File: config.mk
export PLATFORM = sky130hd
export DESIGN_NAME = hermitian_extract
export DESIGN_NICKNAME = d
export VERILOG_FILES = /design/src/rtl/ofdm_pkg.sv /design/src/rtl/hermitian_bank_ram.sv /design/src/rtl/hermitian_extract.sv
export SDC_FILE = /design/constraint.sdc
export NUM_CORES = 2
export LEC_CHECK = 0
export CELL_PAD_IN_SITES_DETAIL_PLACEMENT = 0
export CELL_PAD_IN_SITES_GLOBAL_PLACEMENT = 1
export CORE_AREA = 2 2 559 561
export CTS_BUF_LIST = sky130_fd_sc_hd__clkbuf_4
export DETAILED_ROUTE_END_ITERATION = 16
export DIE_AREA = 0 0 561 563
export PLACE_DENSITY_LB_ADDON = 0.1
export SYNTH_ARGS = -nofsm -noshare
export SYNTH_HDL_FRONTEND = slang
export SYNTH_SLANG_ARGS = --single-unit
export TNS_END_PERCENT = 100
File: constraint.sdc
create_clock -name deh_clk -period 7.5 [get_ports deh_clk]
set_input_delay 1.875 -clock deh_clk [delete_from_list [all_inputs] [get_ports deh_clk]]
set_output_delay 1.875 -clock deh_clk [all_outputs]
set_load 0.02 [all_outputs]
File: src/rtl/ofdm_pkg.sv
// Shared OFDM constants and types for the receive-side Hermitian extractor.
package ofdm_pkg;

    localparam int NFFT     = 64;
    localparam int NSC      = NFFT / 2;
    localparam int ADDR_W   = 6;
    localparam int SC_W     = 5;
    localparam int SAMPLE_W = 16;

    // Buffer address: ping-pong bank select plus FFT bin.
    typedef struct packed {
        logic              bank;
        logic [ADDR_W-1:0] idx;
    } ram_addr_t;

    // Mirror bin of k: (NFFT - k) mod NFFT, so bin 0 mirrors onto itself.
    function automatic logic [ADDR_W-1:0] mirror_idx(input logic [SC_W-1:0] k);
        return ADDR_W'(NFFT - int'(k));
    endfunction

endpackage

File: src/rtl/hermitian_bank_ram.sv
// Two-bank symbol buffer: one write port, two synchronous read ports (bin and its mirror).
module hermitian_bank_ram
    import ofdm_pkg::*;
#(
    parameter int WIDTH = SAMPLE_W
) (
    input  logic               clk,
    input  logic               we,
    input  ram_addr_t          waddr,
    input  logic [2*WIDTH-1:0] wdata,
    input  ram_addr_t          raddr_a,
    input  ram_addr_t          raddr_b,
    output logic [2*WIDTH-1:0] rdata_a,
    output logic [2*WIDTH-1:0] rdata_b
);

    logic [2*WIDTH-1:0] mem [0:2*NFFT-1];

    // Single write port shared by both banks; contents are never cleared.
    always_ff @(posedge clk) begin
        if (we) mem[waddr] <= wdata;
    end

    // Both read ports registered: one cycle from address to data.
    always_ff @(posedge clk) begin
        rdata_a <= mem[raddr_a];
        rdata_b <= mem[raddr_b];
    end

endmodule

File: src/rtl/hermitian_extract.sv
// Recovers 32 data subcarriers from a 64-point FFT symbol: Y[k] = (X[k] + conj(X[64-k])) / 2.
module hermitian_extract
    import ofdm_pkg::*;
#(
    parameter int WIDTH = SAMPLE_W
) (
    input  logic              deh_clk,
    input  logic              deh_rst,
    input  logic              din_valid,
    input  logic [ADDR_W-1:0] din_index,
    input  logic [WIDTH-1:0]  deh_real_din,
    input  logic [WIDTH-1:0]  deh_imag_din,
    output logic              dout_valid,
    output logic [SC_W-1:0]   dout_index,
    output logic [WIDTH-1:0]  deh_real_dout,
    output logic [WIDTH-1:0]  deh_imag_dout,
    output logic              overrun
);

    logic              wbank;
    logic              rbank;
    logic              rd_active;
    logic [SC_W-1:0]   rd_k;
    logic [SC_W-1:0]   k_d1;
    logic [1:0]        vld_pipe;   // [0]: buffer data valid, [1]: output valid

    logic              sym_end;
    logic              busy;
    ram_addr_t         waddr;
    ram_addr_t         raddr_a;
    ram_addr_t         raddr_b;
    logic [2*WIDTH-1:0] rdata_a;
    logic [2*WIDTH-1:0] rdata_b;

    logic signed [WIDTH-1:0] a_re, a_im, b_re, b_im;
    logic signed [WIDTH:0]   re_sum, im_sum;

    // Only bin 63 closes a symbol; the engine is still busy until its last bin (k=31) is issued.
    assign sym_end = din_valid && (din_index == ADDR_W'(NFFT - 1));
    assign busy    = rd_active && (rd_k != SC_W'(NSC - 1));

    assign waddr   = '{bank: wbank, idx: din_index};
    assign raddr_a = '{bank: rbank, idx: {1'b0, rd_k}};
    assign raddr_b = '{bank: rbank, idx: mirror_idx(rd_k)};

    hermitian_bank_ram #(.WIDTH(WIDTH)) u_ram (
        .clk     (deh_clk),
        .we      (din_valid),
        .waddr   (waddr),
        .wdata   ({deh_real_din, deh_imag_din}),
        .raddr_a (raddr_a),
        .raddr_b (raddr_b),
        .rdata_a (rdata_a),
        .rdata_b (rdata_b)
    );

    // One extra bit of headroom keeps the sum exact; halving then always fits in WIDTH.
    assign a_re   = rdata_a[2*WIDTH-1:WIDTH];
    assign a_im   = rdata_a[WIDTH-1:0];
    assign b_re   = rdata_b[2*WIDTH-1:WIDTH];
    assign b_im   = rdata_b[WIDTH-1:0];
    assign re_sum = (WIDTH+1)'(a_re) + (WIDTH+1)'(b_re);
    assign im_sum = (WIDTH+1)'(a_im) - (WIDTH+1)'(b_im);

    // Bank control and read counter; a symbol ending while busy is dropped but still flips wbank.
    always_ff @(posedge deh_clk) begin
        if (deh_rst) begin
            wbank     <= 1'b0;
            rbank     <= 1'b0;
            rd_active <= 1'b0;
            rd_k      <= '0;
            overrun   <= 1'b0;
        end else begin
            overrun <= sym_end && busy;
            if (sym_end) wbank <= ~wbank;
            if (sym_end && !busy) begin
                rd_active <= 1'b1;
                rd_k      <= '0;
                rbank     <= wbank;
            end else if (rd_active) begin
                if (rd_k == SC_W'(NSC - 1)) rd_active <= 1'b0;
                rd_k <= rd_k + 1'b1;
            end
        end
    end

    // Valid/index pipeline alongside buffer latency; outputs forced to zero outside bursts.
    always_ff @(posedge deh_clk) begin
        if (deh_rst) begin
            vld_pipe      <= '0;
            k_d1          <= '0;
            dout_index    <= '0;
            deh_real_dout <= '0;
            deh_imag_dout <= '0;
        end else begin
            vld_pipe <= {vld_pipe[0], rd_active};
            k_d1     <= rd_k;
            if (vld_pipe[0]) begin
                dout_index    <= k_d1;
                deh_real_dout <= WIDTH'(re_sum >>> 1);
                deh_imag_dout <= WIDTH'(im_sum >>> 1);
            end else begin
                dout_index    <= '0;
                deh_real_dout <= '0;
                deh_imag_dout <= '0;
            end
        end
    end

    assign dout_valid = vld_pipe[1];

endmodule
==> metrics.csv <==
metric;value;unit
grt_use_met1;48.12;%
wl_per_cell;38.14;µm
vias;95343;
max_freq;176.1;MHz
cpMostUsedCell;buf_4;
drt_iter0_drc;15680;
drive_gt1_share;34.08;%
grt_use_met2;50.04;%
dpl_cell_area;176600;µm²
place_hpwl;340400;µm
async_flop_share;0;%
yosysUniqueCellTypes;74;
skew;0.1669;ns
io_buffers;79;
clock-sinks;4213;
rsz0062_at_grt;false;
p_int;0.03633;W
core_region_area;310400;µm²
drc_errors;0;
cp-startpoint;rd_k[0];
cts_resized;0;
p_seq_share;55.7;%
slew_viol_final;2;
hold_viol;0;
yosysSeqAreaShare;73.86;%
clock_latency;1.72;ns
use_met3;12.88;%
overflow;0;
synth_warnings;0;
path_clk_slew;0.07;ns
endpoint_kind;flip-flop;
ys_ff_latch;4213;
critPathMaxStageDelay;0.78;ns
cp_top_family;simple AND/OR/NAND/NOR gates;
path_max_fanout;29;
holdPathStages;1;
crit_arrival;7.27;ns
crit_required;9.09;ns
switching_power;0.01017;W
combinationalPowerShare;2.3;%
reg2reg_from;rd_k[0];
setup_viol;0;
finalCritPeriodShare;75.71;%
synth_flop_cell;edfxtp_1;
hp-start;k_d1[3];
rows;205;
cp_slowest_cell;a211oi_1;
numCtsBuffers;1156;
final_area;190100;µm²
power_density;244.6;nW/µm²
dieArea;315800;µm²
antenna_left;0;
cts_tree;done;
root_buffer;clkbuf_4;
clockPowerShare;42.0;%
grt_pass1_vias;92925;
dr.pass1.iters;6;
syn_area_per_cell;20.14;µm²
grt_usage;34.81;%
start_util;54.68;%
ios;80;
critPathLaunchType;flip-flop;
layout_commonest_cell;edfxtp_1;
fin_tns_setup;0;ns
wirelength;544200;µm
gp_congestion;0.9710;
violations;capacitance limit, slew limit;
busiest_layer;met2;
die_width;561;µm
reg2reg_depth;12;
final_nets;9484;
grt_pass1_wl;741500;µm
crit_cells;12;
status;complete, but fails checks;
swShare;21.87;%
tightestPinTransition;1.505;ns
synth-edff-count;4096;
grt_max_degree;122;
path_cells;inv_2 -> buf_4 -> ha_4 -> nor3b_4 -> buf_4 -> xnor2_4 -> nand2_2 -> buf_4 -> a211oi_1 -> nor3_2 -> nor3_1 -> nand3_1;
cellLeakagePower;59.34;nW
cts-htree-levels;7;
cts_buffer_depth;5;
post-cts-setup-buffers;0;
synth_area;169700;µm²
avgViaCountPerCell;6.681;
peakVddDrop;0.1695;mV
synth_nets;8502;
fin_crit;5.678;ns
hp-class;flip-flop to flip-flop;
netlist_instances;8426;
post-route-util;61.26;%
area_growth;12.05;%
die_h;563;µm
maxCapViolCount;1;
critPathKind;flip-flop to flip-flop;
hold_buffers;0;
slew_headroom;-1.244;%
mostFrequentLayoutCells;edfxtp_1, clkbuf_4, mux4_2;
antenna_found_initial;76;
critPathBufInv;4;
synthesized netlist by cell type, types with 5 or more instances:
master / number / share of area [%]
o21ai_0: 26 / 0.077
a41oi_1: 9 / 0.046
mux2i_1: 207 / 1.2
o221ai_1: 9 / 0.046
mux2_2: 9 / 0.060
a21oi_1: 120 / 0.35
buf_1: 51 / 0.11
a21o_1: 11 / 0.049
o21a_1: 6 / 0.027
nand3_1: 242 / 0.71
a32oi_1: 63 / 0.33
nor3_1: 44 / 0.13
o22ai_1: 7 / 0.026
o22a_1: 9 / 0.046
nor4_1: 12 / 0.044
nand2b_1: 8 / 0.029
buf_4: 50 / 0.22
nand4_1: 38 / 0.14
nor2b_1: 29 / 0.11
and2_1: 50 / 0.18
a221o_1: 10 / 0.059
inv_1: 26 / 0.058
buf_6: 8 / 0.053
ha_1: 33 / 0.24
and3_1: 7 / 0.026
a22oi_1: 25 / 0.11
mux4_2: 1254 / 17
a221oi_1: 18 / 0.093
a311oi_1: 5 / 0.026
buf_2: 202 / 0.60
a211oi_1: 68 / 0.30
a31oi_1: 120 / 0.44
nor2_1: 250 / 0.55
nand2_1: 873 / 1.9
clkbuf_1: 208 / 0.46
dfxtp_1: 117 / 1.4
edfxtp_1: 4096 / 72
o21ai_1: 5 / 0.015
a32o_1: 12 / 0.071
xnor2_1: 13 / 0.067
xor2_1: 10 / 0.052
power groups by stage:
stage | Sequential (W) | Clock [W] | Combinational [W]
after floorplan | 0.0264 | 0 | 0.000289
after global placement | 0.0264 | 0 | 0.00103
after detailed placement | 0.0264 | 0 | 0.00106
after CTS | 0.0259 | 0.0198 | 0.00106
after global routing | 0.0259 | 0.0211 | 0.00110
final | 0.0259 | 0.0195 | 0.00108
per-stage QoR:
step,std cells,setup slack (ns),total power (W),hold WS (ns)
6_report,14271,1.822,0.04650,0.4303
5_1_grt,14253,1.876,0.04808,0.4078
4_1_cts,14242,2.076,0.04676,0.3513
3_5_place_dp,12390,1.494,0.02746,0.4144
3_3_place_gp,12390,1.551,0.02742,0.4128
2_1_floorplan,8426,2.392,0.02666,0.4057
flip-flops by register name, indices dropped and copies added (netlist names), 2 cells and up:
signal	count
k_d1	5
dout_index	5
deh_real_dout	16
u_ram.rdata_b	32
u_ram.mem	4096
u_ram.rdata_a	32
vld_pipe	2
deh_imag_dout	16
rd_k	5
worst register-to-register path, stage by stage (launching register included):
cell and delay (ns):
dfxtp_4 0.54, inv_2 0.12, buf_4 0.41, ha_4 0.31
nor3b_4 0.64, buf_4 0.42, xnor2_4 0.44, nand2_2 0.75
buf_4 0.48, a211oi_1 0.81, nor3_2 0.36, nor3_1 0.28
nand3_1 0.12
final timing paths:
check | to | slack, ns
worst max register to register | u_ram.rdata_b[6] | 1.82
worst min register to register | dout_index[3] | 0.43
worst max-delay path | u_ram.rdata_b[6] | 1.82
worst min-delay path | dout_index[3] | 0.43
routing by layer:
| layer | vias to the layer above | share of wire [%] |
|---|---|---|
| met5 | - | 0.028 |
| met4 | 22 | 4.1 |
| met3 | 844 | 14 |
| met2 | 6801 | 45 |
| met1 | 50114 | 37 |
| li1 | 37562 | - |
cell type report:
class | instances | area, µm²
flip-flops and latches | 4213 | 125400
diodes | 29 | 72.57
well taps | 4140 | 5180
repair buffers | 343 | 2955
fillers | 22583 | 120200
multi-input cells | 3667 | 43060
inverters | 27 | 101.3
clock buffers | 1623 | 12180
clock inverters | 229 | 1227
cells by family after synthesis:
logic type	count (synthesis)	share of synthesized area (%)
buffers and inverters	546	1.503
xor gates and xnor gates	27	0.1770
muxes	1471	17.94
adders and majority gates	35	0.2669
AOI/OAI and AO/OA	551	2.252
DFF	4213	73.86
and+or+nand+nor	1583	4.001
Note: power is estimated with default switching activity, not from simulation.
